[config.mk]
export PLATFORM = sky130hd
export DESIGN_NAME = inst_cache
export DESIGN_NICKNAME = d
export VERILOG_FILES = /design/src/rtl/inst_cache.sv
export SDC_FILE = /design/constraint.sdc
export NUM_CORES = 2
export LEC_CHECK = 0
export BUFFER_PORTS_ARGS = -buffer_cell sky130_fd_sc_hd__buf_2
export CAP_MARGIN = 20
export CORE_ASPECT_RATIO = 1.75
export CORE_UTILIZATION = 45
export DETAILED_ROUTE_END_ITERATION = 16
export GPL_ROUTABILITY_DRIVEN = 0
export PLACE_DENSITY = 0.64
export SETUP_SLACK_MARGIN = 0.3
export SYNTH_ARGS = -nofsm -noshare
export SYNTH_HDL_FRONTEND = slang
export SYNTH_SLANG_ARGS = --single-unit
[constraint.sdc]
create_clock -name clk -period 9.55 [get_ports clk]
set_input_delay 1.91 -clock clk [delete_from_list [all_inputs] [get_ports clk]]
set_output_delay 1.91 -clock clk [all_outputs]
set_load 0.005 [all_outputs]
[src/rtl/inst_cache.sv]
// Direct-mapped, read-only instruction cache sitting between the CPU fetch port
// and a slow word-wide backing memory. Hits return the word combinationally;
// misses stall the CPU while the whole line is refilled over a req/ack handshake.
module inst_cache #(
  parameter int LINES      = 16,
  parameter int LINE_WORDS = 4
) (
  input  logic        clk,
  input  logic        resetN,
  input  logic [31:0] pc,
  output logic [31:0] inst,
  output logic        stall,
  input  logic        flushAll,
  output logic        memReq,
  output logic [31:0] memAddr,
  input  logic [31:0] memRdata,
  input  logic        memAck
);

  localparam int WB = $clog2(LINE_WORDS);
  localparam int IB = $clog2(LINES);
  localparam int OB = WB + 2;
  localparam int TB = 32 - OB - IB;
  localparam logic [WB-1:0] LAST_WORD = WB'(LINE_WORDS - 1);

  typedef enum logic {
    IDLE,
    REFILL
  } state_t;

  state_t r_state;
  state_t w_nextState;

  logic [LINES-1:0] r_valid;
  logic [TB-1:0]    r_tag  [LINES];
  logic [31:0]      r_data [LINES][LINE_WORDS];
  logic [31:0]      r_refillBase;
  logic [WB-1:0]    r_cnt;
  logic             r_discard;

  logic [IB-1:0] w_idx;
  logic [WB-1:0] w_off;
  logic [TB-1:0] w_pcTag;
  logic [IB-1:0] w_refIdx;
  logic          w_hit;
  logic          w_wordAck;
  logic          w_lastAck;

  assign w_idx     = pc[OB+IB-1:OB];
  assign w_off     = pc[OB-1:2];
  assign w_pcTag   = pc[31:OB+IB];
  assign w_refIdx  = r_refillBase[OB+IB-1:OB];
  assign w_hit     = r_valid[w_idx] && (r_tag[w_idx] == w_pcTag);
  assign w_wordAck = (r_state == REFILL) && memAck;
  assign w_lastAck = w_wordAck && (r_cnt == LAST_WORD);

  // Next-state and output decode: lookup in IDLE, drive the memory request in REFILL.
  always_comb begin
    w_nextState = r_state;
    stall       = 1'b1;
    memReq      = 1'b0;
    memAddr     = 32'h0;
    inst        = w_hit ? r_data[w_idx][w_off] : 32'h0;
    case (r_state)
      IDLE: begin
        stall = !w_hit;
        if (!w_hit) w_nextState = REFILL;
      end
      REFILL: begin
        memReq  = 1'b1;
        memAddr = r_refillBase + {{(30-WB){1'b0}}, r_cnt, 2'b00};
        if (w_lastAck) w_nextState = IDLE;
      end
      default: w_nextState = IDLE;
    endcase
  end

  // FSM state, refill base latch, word counter and the discard flag for flushed refills.
  always_ff @(posedge clk or negedge resetN) begin
    if (!resetN) begin
      r_state      <= IDLE;
      r_cnt        <= '0;
      r_refillBase <= '0;
      r_discard    <= 1'b0;
    end else begin
      r_state <= w_nextState;
      if (r_state == IDLE) begin
        r_cnt <= '0;
        if (!w_hit) r_refillBase <= {pc[31:OB], {OB{1'b0}}};
      end else if (w_lastAck) begin
        r_cnt <= '0;
      end else if (w_wordAck) begin
        r_cnt <= r_cnt + 1'b1;
      end
      if (w_lastAck) begin
        r_discard <= 1'b0;
      end else if ((r_state == REFILL) && flushAll) begin
        r_discard <= 1'b1;
      end
    end
  end

  // Valid bits: flush always wins over validating a freshly refilled line.
  always_ff @(posedge clk or negedge resetN) begin
    if (!resetN) begin
      r_valid <= '0;
    end else if (flushAll) begin
      r_valid <= '0;
    end else if (w_lastAck && !r_discard) begin
      r_valid[w_refIdx] <= 1'b1;
    end
  end

  // Line data and tag storage, written as each refill word is acknowledged.
  always_ff @(posedge clk) begin
    if (w_wordAck) begin
      r_data[w_refIdx][r_cnt] <= memRdata;
      if (w_lastAck) r_tag[w_refIdx] <= r_refillBase[31:OB+IB];
    end
  end

endmodule

# After elaboration in Yosys (flattened, before gate mapping)

Memories as Yosys holds them, arrays and structs flattened.
Cells that the tools add are included.

$add $sub $neg: 2
Order comparisons: 6
Equal/unequal tests: 3
Muxes and demuxes: 28
Bitwise gates (word level): 5
Reduce and logical (&&, ||, !) cells: 12

Operators by type and width:

| cell                                                                         | number |
|---|---|
| 32-bit two-way mux                                                           | 5 |
| 128-bit two-way mux                                                          | 1 |
| 32-bit binary-select mux with 2-bit select                                   | 1 |
| 32-bit demux with 2-bit select                                               | 1 |
| 32-bit by 4-bit adder with 32-bit output                                     | 1 |
| 16-bit two-way mux                                                           | 2 |
| 24-bit equality test                                                         | 1 |
| 16-bit bitwise OR                                                            | 1 |
| 1-bit two-way mux                                                            | 12 |
| 4-bit by 5-bit less-than comparator with 1-bit output, second input constant | 2 |
| 1-bit logical AND                                                            | 7 |
| 3-bit >= comparator, second input constant                                   | 2 |
| 2-bit two-way mux                                                            | 3 |
| 2-bit NOT with 3-bit output                                                  | 2 |
| 1-bit binary-select mux with 4-bit select                                    | 1 |
| 1-bit demux with 4-bit select                                                | 1 |
| 4-bit by 1-bit >= comparator with 1-bit output, second input constant        | 1 |
| 2-bit nonzero test                                                           | 2 |
| 3-bit by 1-bit less-than comparator with 1-bit output, second input constant | 1 |
| 3-bit by 1-bit != test with 1-bit output, second input constant              | 1 |
| 2-bit by 1-bit adder with 2-bit output, second input constant                | 1 |
| 2-bit equality test, second input constant                                   | 1 |
| 1-bit logical NOT                                                            | 2 |
| 1-bit NOT                                                                    | 2 |
| 2 further kinds                                                              | 2 |

Bits in registers: 48
RAM bits: 2432
Input bits: 68
Output and inout port bits: 66
Logic and storage cells: 63
Memories: 2

Memories:

| memory | depth | bits a word | read ports | clocked after memory_dff | write ports | line | RTL |
|---|---|---|---|---|---|---|---|
| r_data | 16    | 128         | 1          | 0                        | 1           | 36   | `logic [31:0] r_data [LINES][LINE_WORDS];` |
| r_tag  | 16    | 24          | 1          | 0                        | 1           | 35   | `logic [TB-1:0] r_tag [LINES];` |

# Logic depth before layout (Yosys ltp)

Word-level depth: 7
Depth in mapped cells: 12
Depth with buffers taken out: 8

# Least setup slack after synthesis

OpenSTA, ideal clock, no wires.

Path type: input to output
Start point: input pc[5]
End point: output inst[1]
Arrival time: 4.679 ns
Required time: 7.640 ns
Slack: 2.961 ns
Stages: 10
Path through: buf_6 buf_4 buf_2 buf_2 clkbuf_1 buf_1 mux4_2 mux4_2 mux4_2 nor2b_1

Word-level cells in the longest chain between the ends: 5

RTL lines:

| what                                                   | line | RTL |
|---|---|---|
| start, declared                                        | 10   | `input logic [31:0] pc,` |
| memory 16 x 128 bit                                    | -    |  |
| 32-bit binary-select mux with 2-bit select             | 63   | `inst = w_hit ? r_data[w_idx][w_off] : 32'h0;` |
| 32-bit two-way mux (implied by the code) (2 in series) | 63   |  |
| 32-bit two-way mux (*)                                 | 63   |  |
| end, declared                                          | 11   | `output logic [31:0] inst,` |

Mark *: on every way between the ends. The rest lies on a longest branch, timed or not. The select of a mux whose other input is x is not followed.

# Worst setup path after layout

Start point: input pc[4]
End point: output inst[15]

The elaborated chain is that of the path after synthesis.

==> results_dict.tcl <==
set metrics [dict create \
    synth_async_sr_flop_share_pct 1.94 \
    wl_per_cell_um 32.5 \
    ys_seq_area_share_pct 77.7 \
    grt_antenna_before_repair 20 \
    finalHoldViolations 0 \
    die_h_um 611 \
    layout.nets 4285 \
    dpl_cell_area_um2 100000 \
    ant_nets 0 \
    final_cell_mix "edfxtp_1, mux4_2, clkbuf_16" \
    cts_setup_buffers 0 \
    hold_start "r_valid[6]" \
    synthSimpleGateAreaFrac_pct 1.33 \
    synth_top_family_by_area "multiplexers" \
    fp.dieW_um 350 \
    arrival_ps 6260 \
    start_kind "input pin" \
    syn_area_um2 95500 \
    synth.distinct_cells 59 \
    start_util_pct 45.3 \
    dp_hpwl_mm 127 \
    port_buffers 129 \
    cts_sinks 2480 \
    setup_viol 0 \
    fin_util_pct 50.9 \
    final_area_um2 107000 \
    first_pass_iters 6 \
    power_density_nw_per_um2 218 \
    cp-startpoint "pc[4]" \
    cap_violations 0 \
    synthAdderAreaFrac_pct 0.0524 \
    syn_avg_cell_area_um2 24.2 \
    vias_per_cell 6.02 \
    synth-edff-count 2432 \
    insertion_delay_ps 860 \
    p_leak_nw 33.1 \
    io_pins 134 \
    slew_headroom_pct 22.3 \
    fin_crit_sh_pct 85.5 \
    first_iter_violations 4562 \
    endpoint_kind "output pin" \
    ys_seq_elements 2480 \
    final_common_cell "edfxtp_1" \
    status "finished clean" \
    grt_pass1_vias 45100 \
    tightestPinTransition_ps 1170 \
    grt_pass1_wl_mm 332 \
    critPathKind "input pin to output pin" \
    drive_gt1_share_pct 32.7 \
    fill_cells 16400 \
    fmax_mhz 122 \
    min_period_ps 8170 \
    drt_wl_total_mm 234 \
    dieArea_um2 214000 \
    synthMuxAreaShare_pct 18.7 \
    slew_violations 0 \
    num_rows 223 \
    drcViolationCount 0 \
    clk_path_buf_depth 4 \
    htreeDepth 4 \
    finalPower_w 0.0234 \
    ys_warn_count 0 \
    area_growth_pct 12.3 \
    cts_resized 0 \
    r2r-start "r_tag[7][8]" \
    cts_buffers 214 \
    vias 43300 \
    coreArea_um2 211000 \
    tritoncts "yes" \
    synth_top_flop_cell "edfxtp_1" \
    ir_drop_mv 0.233 \
    tns_ps 0 \
    cts_hold_buf 0 \
    cp_max_fo 73 \
    rsz0062_at_grt "no" \
    min_path_type "register to register" \
    synth-xor-area-share_pct 0.202 \
    cts_root_buf "clkbuf_16" \
    clkSlewWorstSetupHoldPaths_ps 70 \
    grtUsageTotal_pct 22.0 \
    crit_required_ps 7640 \
    grt_max_degree 149 \
    synth_compound_gate_area_share_pct 0.874 \
    syn_inst 3949 \
    skew_ps 77.5 \
    grt_overflow 0 \
]
where the power goes:
part,internal [W],leakage (nW),switching (W),total (W)
combinational,0.000736,7.41,0.00123,0.00197
sequential,0.0126,22.5,0.000343,0.0130
clock,0.00464,3.26,0.00380,0.00843
critical path: stages:
cell	delay, ps
buf_8	530
nand2b_1	390
o22ai_1	160
nor3_1	640
o221a_2	300
o21ai_1	70
nor3_1	510
nand3_2	290
buf_4	320
buf_4	330
nor2b_1	410
buf_2	200
flip-flops by register name, indices dropped and copies added (netlist names):
name          flops
r_cnt             2
r_state           1
r_discard         1
r_refillBase     28
r_valid          16
r_data         2048
r_tag           384
routing by layer:
metal | GRT usage, % | wire length, µm
met1 | 27.7 | 86900
met4 | 6.51 | 7270
met2 | 39.4 | 125000
met5 | 0 | 66
met3 | 3.24 | 14600
layout make-up:
class / count / area (µm²) / area share, %
Sequential cell: 2480 / 74200 / 69.2
Multi-Input combinational cell: 1244 / 20900 / 19.4
Clock buffer: 273 / 5740 / 5.35
Tap cell: 2812 / 3520 / 3.28
Timing Repair Buffer: 263 / 2000 / 1.87
Clock inverter: 108 / 893 / 0.833
Inverter: 10 / 45.0 / 0.0420
Antenna cell: 5 / 12.5 / 0.0117
cell families (layout without fill, tap and decap cells):
kind of cell / after synthesis / count (layout)
xor+xnor: 22 / 22
mux: 838 / 838
fa+ha+maj: 4 / 4
compound gates: 113 / 113
buf+inv: 226 / 654
other cells: 1 / 7
simple gates: 265 / 265
flops: 2480 / 2480
worst paths after layout:
| check | end | slack, ps | cells after the start |
|---|---|---|---|
| max in group asynchronous | r_discard | 7810 | 2 |
| worst min-delay path | r_valid[6] | 500 | 2 |
| worst max register to register | r_state | 5940 | 10 |
| worst min register to register | r_valid[6] | 500 | 2 |
| min in group asynchronous | r_refillBase[27] | 1220 | 2 |
| worst max-delay path | inst[15] | 1380 | 12 |
Yosys cell counts, types with 3 or more instances:
master       n  area [µm²]
inv_1        8        30.0
a211oi_1    31         233
nand3_1     14        70.1
nand4_1      4        25.0
buf_6        8        90.1
edfxtp_1  2432       73000
ha_1         4        50.1
xnor2_1     13         114
buf_1       28         105
buf_4       14         105
nand2b_1     5        31.3
nor3_1      15        75.1
o22ai_1     16         100
o21ai_0     11        55.1
nor2b_1     34         213
a31oi_1     13        81.3
and2_1      37         231
buf_2       82         410
mux2_4      20         300
dfrtp_1     48        1200
clkbuf_1    84         315
mux2_2      13         146
mux4_2     749       16900
nand2_1     24        90.1
mux2i_1     56         561
a21oi_1     10        50.1
a32oi_1      3        26.3
a22oi_1      8        60.1
nor2_1     122         458
xor2_1       9        78.8
metrics by stage:
| step | hold WS (ps) | setup slack, ps | std cells |
|---|---|---|---|
| 2_1_floorplan | 457 | 2960 | 3950 |
| 3_5_place_dp | 485 | 1320 | 6794 |
| 5_1_grt | 541 | 1200 | 7192 |
| 4_1_cts | 501 | 1310 | 7175 |
| 3_3_place_gp | 470 | 1300 | 6794 |
| 6_report | 498 | 1380 | 7195 |
No activity file was read; power rests on OpenSTA's default activity.
